[src/rtl/imem_arbiter_if.sv]
// Bus bundle between the instruction-memory arbiter and its neighbours.
// Members:
//   fetch_*  : core instruction fetch request/grant and registered response
//   ld_*     : program loader write port and load-complete pulse
//   prog_req_i, core_hold_o : reprogramming request and core hold
//   mem_*    : single-port instruction memory (asynchronous read)
// Modports: slave = the arbiter, master = the surrounding system.
interface imem_arbiter_if #(
  parameter int DEPTH = 64
);
  localparam int AW = $clog2(DEPTH);

  logic          fetch_req_i;
  logic [31:0]   fetch_addr_i;
  logic          fetch_gnt_o;
  logic          fetch_valid_o;
  logic [31:0]   fetch_instr_o;
  logic          fetch_err_o;

  logic          ld_valid_i;
  logic [31:0]   ld_addr_i;
  logic [31:0]   ld_data_i;
  logic          ld_ready_o;
  logic          ld_done_i;

  logic          prog_req_i;
  logic          core_hold_o;

  logic [AW-1:0] mem_addr_o;
  logic          mem_we_o;
  logic [31:0]   mem_wdata_o;
  logic [31:0]   mem_rdata_i;

  modport slave (
    input  fetch_req_i, fetch_addr_i,
    output fetch_gnt_o, fetch_valid_o, fetch_instr_o, fetch_err_o,
    input  ld_valid_i, ld_addr_i, ld_data_i, ld_done_i,
    output ld_ready_o,
    input  prog_req_i,
    output core_hold_o,
    output mem_addr_o, mem_we_o, mem_wdata_o,
    input  mem_rdata_i
  );

  modport master (
    output fetch_req_i, fetch_addr_i,
    input  fetch_gnt_o, fetch_valid_o, fetch_instr_o, fetch_err_o,
    output ld_valid_i, ld_addr_i, ld_data_i, ld_done_i,
    input  ld_ready_o,
    output prog_req_i,
    input  core_hold_o,
    input  mem_addr_o, mem_we_o, mem_wdata_o,
    output mem_rdata_i
  );
endinterface

[src/rtl/imem_arbiter.sv]
// Instruction memory arbiter: shares one single-port instruction memory
// between the core fetch path and a program loader.
//   BOOT  : core held, loader owns the memory until ld_done_i.
//   RUN   : fetch and loader arbitrated, loader first, with a starvation
//           counter forcing a fetch grant after BURST_MAX loader wins.
//   DRAIN : core held, no new fetches; returns to BOOT for reprogramming.
// Ports:
//   CLK    : clock, all state on posedge
//   nRESET : asynchronous active-low reset
//   bus    : imem_arbiter_if.slave (fetch, loader, control, memory port)
// Fetch responses are registered (1-cycle latency); bad fetch addresses
// return a NOP with fetch_err_o and never touch the memory. Bad loader
// addresses are accepted but the write is dropped.
module imem_arbiter #(
  parameter int DEPTH     = 64,
  parameter int BURST_MAX = 4
) (
  input  logic         CLK,
  input  logic         nRESET,
  imem_arbiter_if.slave bus
);

  localparam int          AW        = $clog2(DEPTH);
  localparam logic [31:0] NOP       = 32'h0000_0013;
  localparam logic [31:0] ADDR_LIM  = 32'(4 * DEPTH);
  localparam logic [3:0]  BURST_LIM = 4'(BURST_MAX);

  typedef enum logic [1:0] {
    BOOT,
    RUN,
    DRAIN
  } state_t;

  state_t      state, state_nxt;
  logic [3:0]  starve_cnt, starve_nxt;

  logic        fetch_ok;
  logic        ld_ok;
  logic        gnt_f;
  logic        gnt_l;

  logic        hold_q;
  logic        valid_q;
  logic        err_q;
  logic [31:0] instr_q;

  logic [AW-1:0] mem_addr;
  logic          mem_we;
  logic [31:0]   mem_wdata;

  // Address legality: word aligned and inside the memory.
  always_comb begin
    fetch_ok = (bus.fetch_addr_i[1:0] == 2'b00) && (bus.fetch_addr_i < ADDR_LIM);
    ld_ok    = (bus.ld_addr_i[1:0]    == 2'b00) && (bus.ld_addr_i    < ADDR_LIM);
  end

  // Next state, grants and starvation counter.
  always_comb begin
    state_nxt  = state;
    starve_nxt = '0;
    gnt_f      = 1'b0;
    gnt_l      = 1'b0;

    unique case (state)
      BOOT: begin
        gnt_l = bus.ld_valid_i;
        if (bus.ld_done_i && !bus.prog_req_i) begin
          state_nxt = RUN;
        end
      end

      RUN: begin
        // Loader wins unless the fetch side has waited BURST_MAX grants.
        if (bus.fetch_req_i && (!bus.ld_valid_i || (starve_cnt >= BURST_LIM))) begin
          gnt_f = 1'b1;
        end else begin
          gnt_l = bus.ld_valid_i;
        end
        // Counts only loader wins over a waiting fetch; any fetch grant or
        // idle fetch cycle clears it.
        if (gnt_l && bus.fetch_req_i) begin
          starve_nxt = starve_cnt + 4'd1;
        end
        if (bus.prog_req_i && !bus.ld_done_i) begin
          state_nxt = DRAIN;
        end
      end

      DRAIN: begin
        // A fetch granted alongside prog_req_i responds in the first DRAIN
        // cycle, so no response can still be pending at the next edge.
        state_nxt = BOOT;
      end

      default: begin
        state_nxt = BOOT;
      end
    endcase
  end

  // Memory port: loader write, fetch read, or parked at word 0.
  always_comb begin
    mem_we    = gnt_l && ld_ok;
    mem_wdata = '0;
    mem_addr  = '0;
    if (mem_we) begin
      mem_addr  = bus.ld_addr_i[AW+1:2];
      mem_wdata = bus.ld_data_i;
    end else if (gnt_f && fetch_ok) begin
      mem_addr  = bus.fetch_addr_i[AW+1:2];
    end
  end

  always_ff @(posedge CLK or negedge nRESET) begin
    if (!nRESET) begin
      state      <= BOOT;
      starve_cnt <= '0;
      hold_q     <= 1'b1;
      valid_q    <= 1'b0;
      err_q      <= 1'b0;
      instr_q    <= NOP;
    end else begin
      state      <= state_nxt;
      starve_cnt <= starve_nxt;
      hold_q     <= (state_nxt != RUN);
      valid_q    <= gnt_f;
      err_q      <= gnt_f && !fetch_ok;
      if (gnt_f) begin
        instr_q  <= fetch_ok ? bus.mem_rdata_i : NOP;
      end
    end
  end

  always_comb begin
    bus.fetch_gnt_o   = gnt_f;
    bus.fetch_valid_o = valid_q;
    bus.fetch_err_o   = err_q;
    bus.fetch_instr_o = instr_q;
    bus.ld_ready_o    = gnt_l;
    bus.core_hold_o   = hold_q;
    bus.mem_addr_o    = mem_addr;
    bus.mem_we_o      = mem_we;
    bus.mem_wdata_o   = mem_wdata;
  end

  // Structural invariants of the arbiter.
  a_one_grant : assert property (@(posedge CLK) disable iff (!nRESET)
    !(gnt_f && gnt_l));
  a_we_needs_gnt : assert property (@(posedge CLK) disable iff (!nRESET)
    mem_we |-> gnt_l);
  a_cnt_bound : assert property (@(posedge CLK) disable iff (!nRESET)
    starve_cnt <= BURST_LIM);

endmodule
[src/flat_wrapper.sv]
// flat-port wrapper written by rule: the top's interface ports become plain ports
module imem_arbiter_flat 
#(
  parameter int DEPTH     = 64,
  parameter int BURST_MAX = 4
)
  (CLK, nRESET, bus_fetch_req_i, bus_fetch_addr_i, bus_fetch_gnt_o, bus_fetch_valid_o, bus_fetch_instr_o, bus_fetch_err_o, bus_ld_valid_i, bus_ld_addr_i, bus_ld_data_i, bus_ld_done_i, bus_ld_ready_o, bus_prog_req_i, bus_core_hold_o, bus_mem_addr_o, bus_mem_we_o, bus_mem_wdata_o, bus_mem_rdata_i);
  imem_arbiter_if #(.DEPTH(DEPTH)) bus_i ();
  input  logic CLK;
  input  logic nRESET;
  input wire logic [$bits(bus_i.fetch_req_i)-1:0] bus_fetch_req_i;
  input wire logic [$bits(bus_i.fetch_addr_i)-1:0] bus_fetch_addr_i;
  output wire logic [$bits(bus_i.fetch_gnt_o)-1:0] bus_fetch_gnt_o;
  output wire logic [$bits(bus_i.fetch_valid_o)-1:0] bus_fetch_valid_o;
  output wire logic [$bits(bus_i.fetch_instr_o)-1:0] bus_fetch_instr_o;
  output wire logic [$bits(bus_i.fetch_err_o)-1:0] bus_fetch_err_o;
  input wire logic [$bits(bus_i.ld_valid_i)-1:0] bus_ld_valid_i;
  input wire logic [$bits(bus_i.ld_addr_i)-1:0] bus_ld_addr_i;
  input wire logic [$bits(bus_i.ld_data_i)-1:0] bus_ld_data_i;
  input wire logic [$bits(bus_i.ld_done_i)-1:0] bus_ld_done_i;
  output wire logic [$bits(bus_i.ld_ready_o)-1:0] bus_ld_ready_o;
  input wire logic [$bits(bus_i.prog_req_i)-1:0] bus_prog_req_i;
  output wire logic [$bits(bus_i.core_hold_o)-1:0] bus_core_hold_o;
  output wire logic [$bits(bus_i.mem_addr_o)-1:0] bus_mem_addr_o;
  output wire logic [$bits(bus_i.mem_we_o)-1:0] bus_mem_we_o;
  output wire logic [$bits(bus_i.mem_wdata_o)-1:0] bus_mem_wdata_o;
  input wire logic [$bits(bus_i.mem_rdata_i)-1:0] bus_mem_rdata_i;
  assign bus_i.fetch_req_i = bus_fetch_req_i;
  assign bus_i.fetch_addr_i = bus_fetch_addr_i;
  assign bus_fetch_gnt_o = bus_i.fetch_gnt_o;
  assign bus_fetch_valid_o = bus_i.fetch_valid_o;
  assign bus_fetch_instr_o = bus_i.fetch_instr_o;
  assign bus_fetch_err_o = bus_i.fetch_err_o;
  assign bus_i.ld_valid_i = bus_ld_valid_i;
  assign bus_i.ld_addr_i = bus_ld_addr_i;
  assign bus_i.ld_data_i = bus_ld_data_i;
  assign bus_i.ld_done_i = bus_ld_done_i;
  assign bus_ld_ready_o = bus_i.ld_ready_o;
  assign bus_i.prog_req_i = bus_prog_req_i;
  assign bus_core_hold_o = bus_i.core_hold_o;
  assign bus_mem_addr_o = bus_i.mem_addr_o;
  assign bus_mem_we_o = bus_i.mem_we_o;
  assign bus_mem_wdata_o = bus_i.mem_wdata_o;
  assign bus_i.mem_rdata_i = bus_mem_rdata_i;
  imem_arbiter #(.DEPTH(DEPTH), .BURST_MAX(BURST_MAX)) u_core (.CLK(CLK), .nRESET(nRESET), .bus(bus_i));
endmodule
[config.mk]
export PLATFORM = sky130hd
export DESIGN_NAME = imem_arbiter_flat
export DESIGN_NICKNAME = d
export VERILOG_FILES = /design/src/rtl/imem_arbiter_if.sv /design/src/rtl/imem_arbiter.sv /design/src/flat_wrapper.sv
export SDC_FILE = /design/constraint.sdc
export NUM_CORES = 1
export LEC_CHECK = 0
export CAP_MARGIN = 20
export CORE_MARGIN = 2
export CORE_UTILIZATION = 32
export DETAILED_ROUTE_END_ITERATION = 8
export HOLD_SLACK_MARGIN = 0.05
export PLACE_DENSITY = 0.87
export SYNTH_ARGS = -nofsm -noshare
export SYNTH_HDL_FRONTEND = slang
export SYNTH_SLANG_ARGS = --single-unit
[constraint.sdc]
create_clock -name CLK -period 4.1 [get_ports CLK]
set_input_delay 0.82 -clock CLK [delete_from_list [all_inputs] [get_ports CLK]]
set_output_delay 0.82 -clock CLK [all_outputs]
set_load 0.03 [all_outputs]
**After elaboration in Yosys (flattened, before gate mapping)**

Cells that the tools add are included.

- Logic and storage cells: 43
- Bits in registers: 41

- Reductions and logical operators: 17
- Order comparisons: 3
- Add/sub/neg operators: 1
- Equal/unequal tests: 2
- Muxes and demuxes: 14

Operators by type and width:

| operator | count |
|---|---|
| less-than comparator 32 x 9 -> 1 bit, second input constant | 2 |
| two-way mux 32 bit | 2 |
| two-way mux 6 bit | 2 |
| logical AND 1 bit | 9 |
| two-way mux 4 bit | 2 |
| logical NOT 2 bit | 3 |
| adder 4 x 1 -> 4 bit, second input constant | 1 |
| greater-or-equal comparator 4 x 3 -> 1 bit, second input constant | 1 |
| logical NOT 1 bit | 4 |
| two-way mux 1 bit | 4 |
| two-way mux 2 bit | 2 |
| one-hot mux 2 bit (2 select lines) | 1 |
| == test 2 x 1 -> 1 bit, second input constant | 1 |
| inequality test 2 x 1 -> 1 bit, second input constant | 1 |
| one-hot mux 1 bit (2 select lines) | 1 |
| logical OR 1 bit | 1 |

**Depth between registers and ports, before layout**

- Word-level depth: 8
- Mapped depth: 8

**Worst setup path before layout**

OpenSTA, ideal clock, no wires.

- Path type: input -> output
- Start point: input bus_fetch_req_i
- End point: output bus_mem_addr_o[0]
- Path slack: 1,060 ps
- Data arrival time: 2,220 ps
- Cell stages on the path: 5
- Data required time: 3,280 ps
- Path buffers: 0
- Cells stage by stage: o211ai_1 -> nand3b_1 -> inv_1 -> nand2_1 -> o32ai_1

- Word-level cells in the longest chain between the ends: 6
- Elaborated cells between the ends (all ways): 10
- Classes of those cells: mux (7); reduce/logical (3)

Ends and longest elaborated chain:

| item | line | RTL |
|---|---|---|
| start: declaration | flat_wrapper.sv:11 | `input wire logic [$bits(bus_i.fetch_req_i)-1:0] bus_fetch_req_i;` |
| logical AND 1 bit | imem_arbiter.sv:74 | `if (bus.fetch_req_i && (!bus.ld_valid_i \|\| (starve_cnt >= BURST_LIM))) begin` |
| two-way mux 1 bit | imem_arbiter.sv:74 |  |
| two-way mux 1 bit | imem_arbiter.sv:64 | `unique case (state)` |
| one-hot mux 1 bit (2 select lines) | imem_arbiter.sv:64 |  |
| via bus_ld_ready_o | flat_wrapper.sv:21 | `output wire logic [$bits(bus_i.ld_ready_o)-1:0] bus_ld_ready_o;` |
| logical AND 1 bit | imem_arbiter.sv:103 | `mem_we = gnt_l && ld_ok;` |
| two-way mux 6 bit | imem_arbiter.sv:106 | `if (mem_we) begin` |
| end: declaration | flat_wrapper.sv:24 | `output wire logic [$bits(bus_i.mem_addr_o)-1:0] bus_mem_addr_o;` |

The timed path passes the listed nets, and every way through them passes these cells. The select of a mux whose other input is x is not followed.

**Worst setup path in the final report**

- Start point: input bus_ld_addr_i[1]
- End point: output bus_mem_addr_o[5]

- Word-level cells in the longest chain between the ends: 4
- Elaborated cells between the ends (all ways): 5
- Classes of those cells: order compare (1); mux (1); reduce/logical (3)

Ends and longest elaborated chain:

| item | line | RTL |
|---|---|---|
| start: declaration | flat_wrapper.sv:18 | `input wire logic [$bits(bus_i.ld_addr_i)-1:0] bus_ld_addr_i;` |
| less-than comparator 32 x 9 -> 1 bit / logical NOT 2 bit (equally long branches) | imem_arbiter.sv:54 | `ld_ok = (bus.ld_addr_i[1:0] == 2'b00) && (bus.ld_addr_i < ADDR_LIM);` |
| logical AND 1 bit (*) | imem_arbiter.sv:54 |  |
| logical AND 1 bit (*) | imem_arbiter.sv:103 |  |
| two-way mux 6 bit (*) | imem_arbiter.sv:106 |  |

Mark *: on every way between the ends. The rest lies on a longest branch, timed or not.

==> summary.txt <==
GRT
  – Global routing's busiest layer: met2
  – Met3 Use GR: approximately 7.5%
  – Initial antenna violation count: 0
  – GR Util met2: a little over two fifths
  – Global-route wire length before repair: 13,160 um
  – Vias in the first global route: ~2,600
  – Largest net degree at the start of global routing: 42
  – Overall routing resource usage: between 20% and 30%
  – Met1 usage: 24.84%
  – Total global routing overflow: 0

Floorplanning
  – Core Region: between 6000 and 7000 um^2
  – Total die area: about 7200 um^2
  – Initial core utilization: 33.04%
  – Die Wd: ~85 um
  – Boundary Pins: 210
  – Row count: 29
  – Die Height: around 85 um

Timing
  – Fin crit period: around 3.7 ns
  – Final Cycle Share: between 90% and 100%
  – RSZ-0062 raised after global routing: no
  – Pin slew with the least headroom to its limit: between 0.8 and 0.9 ns
  – Pins over their slew limit: 0
  – Final worst setup slack: approximately 0.37 ns
  – Max Fclk: approximately 270 MHz
  – Final setup fails: 0
  – Setup TNS: 0 ns
  – Final hold violations: 0
  – Skew final: ~0.0081 ns
  – Relative slew slack: roughly 40%

Worst setup path
  – CP Class: in -> out
  – Critical-path maximum fanout: 6
  – Worst r2r path cells: 6
  – CP max stage delay: between 0.6 and 0.7 ns
  – Startpoint types: input pin
  – Worst Setup End Kind: output pin
  – CP Cell Sequence: clkdlybuf4s50_1, nor4_2, nand4_2, nor3_4, a32o_1, clkdlybuf4s50_1
  – R2r endpoint: u_core.bus.fetch_instr_o[2]
  – Critical Path AT: around 2.9 ns
  – R2r startpoint: u_core.state[1]
  – Data required, critical path: around 3.3 ns
  – CP max-delay cell: clkdlybuf4s50_1
  – CP most frequent cell: clkdlybuf4s50_1
  – R2R Setup Slk: 2.45 ns

Worst hold path
  – Hold Path Cell Cnt: 1
  – Hold WC Path Type: reg -> reg
  – Hold Path End: u_core.starve_cnt[0]
  – Hold Path Origin: u_core.starve_cnt[0]

Detailed routing
  – WL per Instance: around 16 um
  – # DRC: 0
  – Routed WL: between 8000 and 9000 um
  – Routed vias: approximately 2,500
  – DRT iter0 DRCs: 63
  – Post-route ant nets: 0
  – Via-to-Cell Ratio: 4.775
  – Detailed-router iteration count before antenna repair: 4

Yosys
  – Simple logic cell fraction of the synthesized area: about a third
  – Compound-Gate Fraction of Synth Area: a little under an eighth
  – Top_reg_cell synth: dfrtp_1
  – Post-Synth XOR/XNOR Area: 0%
  – Asr flop ratio synth: between 90% and 100%
  – Cell Area, Synth: around 2100 um^2
  – Adder-cell share of the synthesized area: less than 1%
  – EDFF count, synth: 0
  – Syn Inst Count: 240
  – Yosys reg bits: 41
  – Post-synth net total: approximately 380
  – Combinational family with the most area after synthesis: simple AND/OR/NAND/NOR gates
  – Synth warn: 0
  – Yosys top cell by area: dfrtp_1
  – Avg Inst Size Synth: about 8.7 um^2
  – Post-synth top area share: between 40% and 50%
  – Post-synthesis mux area share: 0%
  – Top cells by area, synth: dfrtp_1 (44%), nand2_1 (12%), and2_1 (10%)
  – Sequential fraction of the synthesis area: between 40% and 50%
  – Synth unique cells: 33

Outcome
  – Outcome: finished, final reports clean

Clock tree
  – Clk_lat worst skew: slightly below 0.3 ns
  – CTS Root Cell: clkbuf_8
  – Post-CTS Setup Bufs: 0
  – Clock Tree Buf Depth: 2
  – Clk sinks: a little over 40
  – Cts repair resizes: 0
  – CTS tree: done
  – Post-cts hold buffer count: 0
  – Number of CTS-inserted buffers: 5
  – H-tree levels: 2
  – Clock Pin Slew Worst Setup and Hold Paths: around 0.070 ns

Pwr
  – Switching Share: around 23%
  – P per Cell Area: approximately 220 nW/um^2
  – VDD IR max: between 0.2 and 0.25 mV
  – Comb pwr share: 21.5%
  – Pwr Total: 941.3 uW
  – Pint: about 720 uW
  – Static Leak: roughly 0.0018 uW
  – Reg power frac: about 44%
  – Sw Pwr: approximately 220 uW
  – Clock share of power: around 34%

Place
  – Port Buffers: roughly 210
  – Post-place setup slack: 0.3664 ns
  – Post-DP HPWL: around 6700 um
  – Placer congestion estimate: between 0.8 and 0.9

Layout
  – Fillcell total: 505
  – Nets: about 580
  – FF/Latch Area: slightly above 1000 um^2
  – P&R area growth vs syn: 105.0%
  – Commonest non-fill, non-tap cells in the layout: clkdlybuf4s50_1 (170), nand2_1 (69), buf_4 (40)
  – Share of post-route cells with drive strength above 1: ~14%
  – Commonest non-fill, non-tap cell in the layout: clkdlybuf4s50_1
  – Area of the multi-input gates: approximately 960 um^2
  – ANT cells: 0

Run
  – Max_cap viols: 0
-- area by class of cell --
type                    count  area share, %
repair buffers            214          48.33
flip-flops and latches     41          24.11
inverters                   3         0.2633
multi-input cells         181          22.35
well taps                  77          2.253
clock buffers               5          1.609
clock inverters             3          1.083
-- per-layer routing --
layer  routed length (um)  up-vias  part of all wire, %
li1                     -     1208                    -
met1                 3092     1164                   37
met2                 4372      120                   53
met3                  725       10                  8.7
met4                  104        0                  1.3
met5                    0        -                    0
-- critical path: cells and delay by family --
family	cells	cell delay, ns
AOI/OAI and AO/OA	1	0.16
buffers and inverters	2	1.11
and+or+nand+nor	3	0.82
-- sequential cells by signal (all words and copies together) (netlist names) --
register / cells
u_core.bus.fetch_instr_o: 32
u_core.starve_cnt: 4
u_core.bus.fetch_valid_o: 1
u_core.bus.core_hold_o: 1
u_core.state: 2
u_core.bus.fetch_err_o: 1
-- Yosys cell counts (all sizes together), types with 2 or more instances --
master and instances:
a21oi 3, and2 34, buf 9, clkbuf 6, dfrtp 37, dfstp 4
inv 3, nand2 69, nand3 2, nand3b 2, nand4 2, nor2 11
nor3 2, nor4 12, o21ai 29, o32ai 5
-- power groups by stage --
stage                     sequential [uW]  combinational, uW  clock [uW]
after floorplan                       429               42.2           0
after global placement                423                200           0
after detailed placement              423                203           0
after CTS                             416                205         332
after global routing                  417                218         352
final                                 416                203         323
-- logic make-up (layout without fill, tap and decap cells) --
family / count (synthesis) / after routing
AOI/OAI and AO/OA: 41 / 41
adders and majority gates: 1 / 1
buffers and inverters: 18 / 225
DFF: 41 / 41
other: 1 / 1
and+or+nand+nor: 138 / 138
-- worst max path at each step --
stage,endpoint,slack [ns],from,cells after the start
after CTS,bus_mem_addr_o[5],0.34,bus_ld_addr_i[1],6
final,bus_mem_addr_o[5],0.37,bus_ld_addr_i[1],6
after global placement,bus_mem_addr_o[5],0.40,bus_ld_addr_i[1],6
after global routing,bus_mem_addr_o[5],0.22,bus_ld_addr_i[18],6
after floorplan,bus_mem_addr_o[0],1.06,bus_fetch_req_i,5
after detailed placement,bus_mem_addr_o[5],0.37,bus_ld_addr_i[1],6
-- stage by stage --
stage               hold WS (ns)  util [%]  std cells  area [um^2]
floorplan                 0.4177         -        240         2086
global placement          0.4462     65.91        516         4161
detailed placement        0.4493     65.91        516         4161
CTS                       0.4681     67.74        524         4277
global route              0.4931     67.74        524         4277
finish                    0.4650     67.74        524         4277
(Power assumes the default switching activity.)
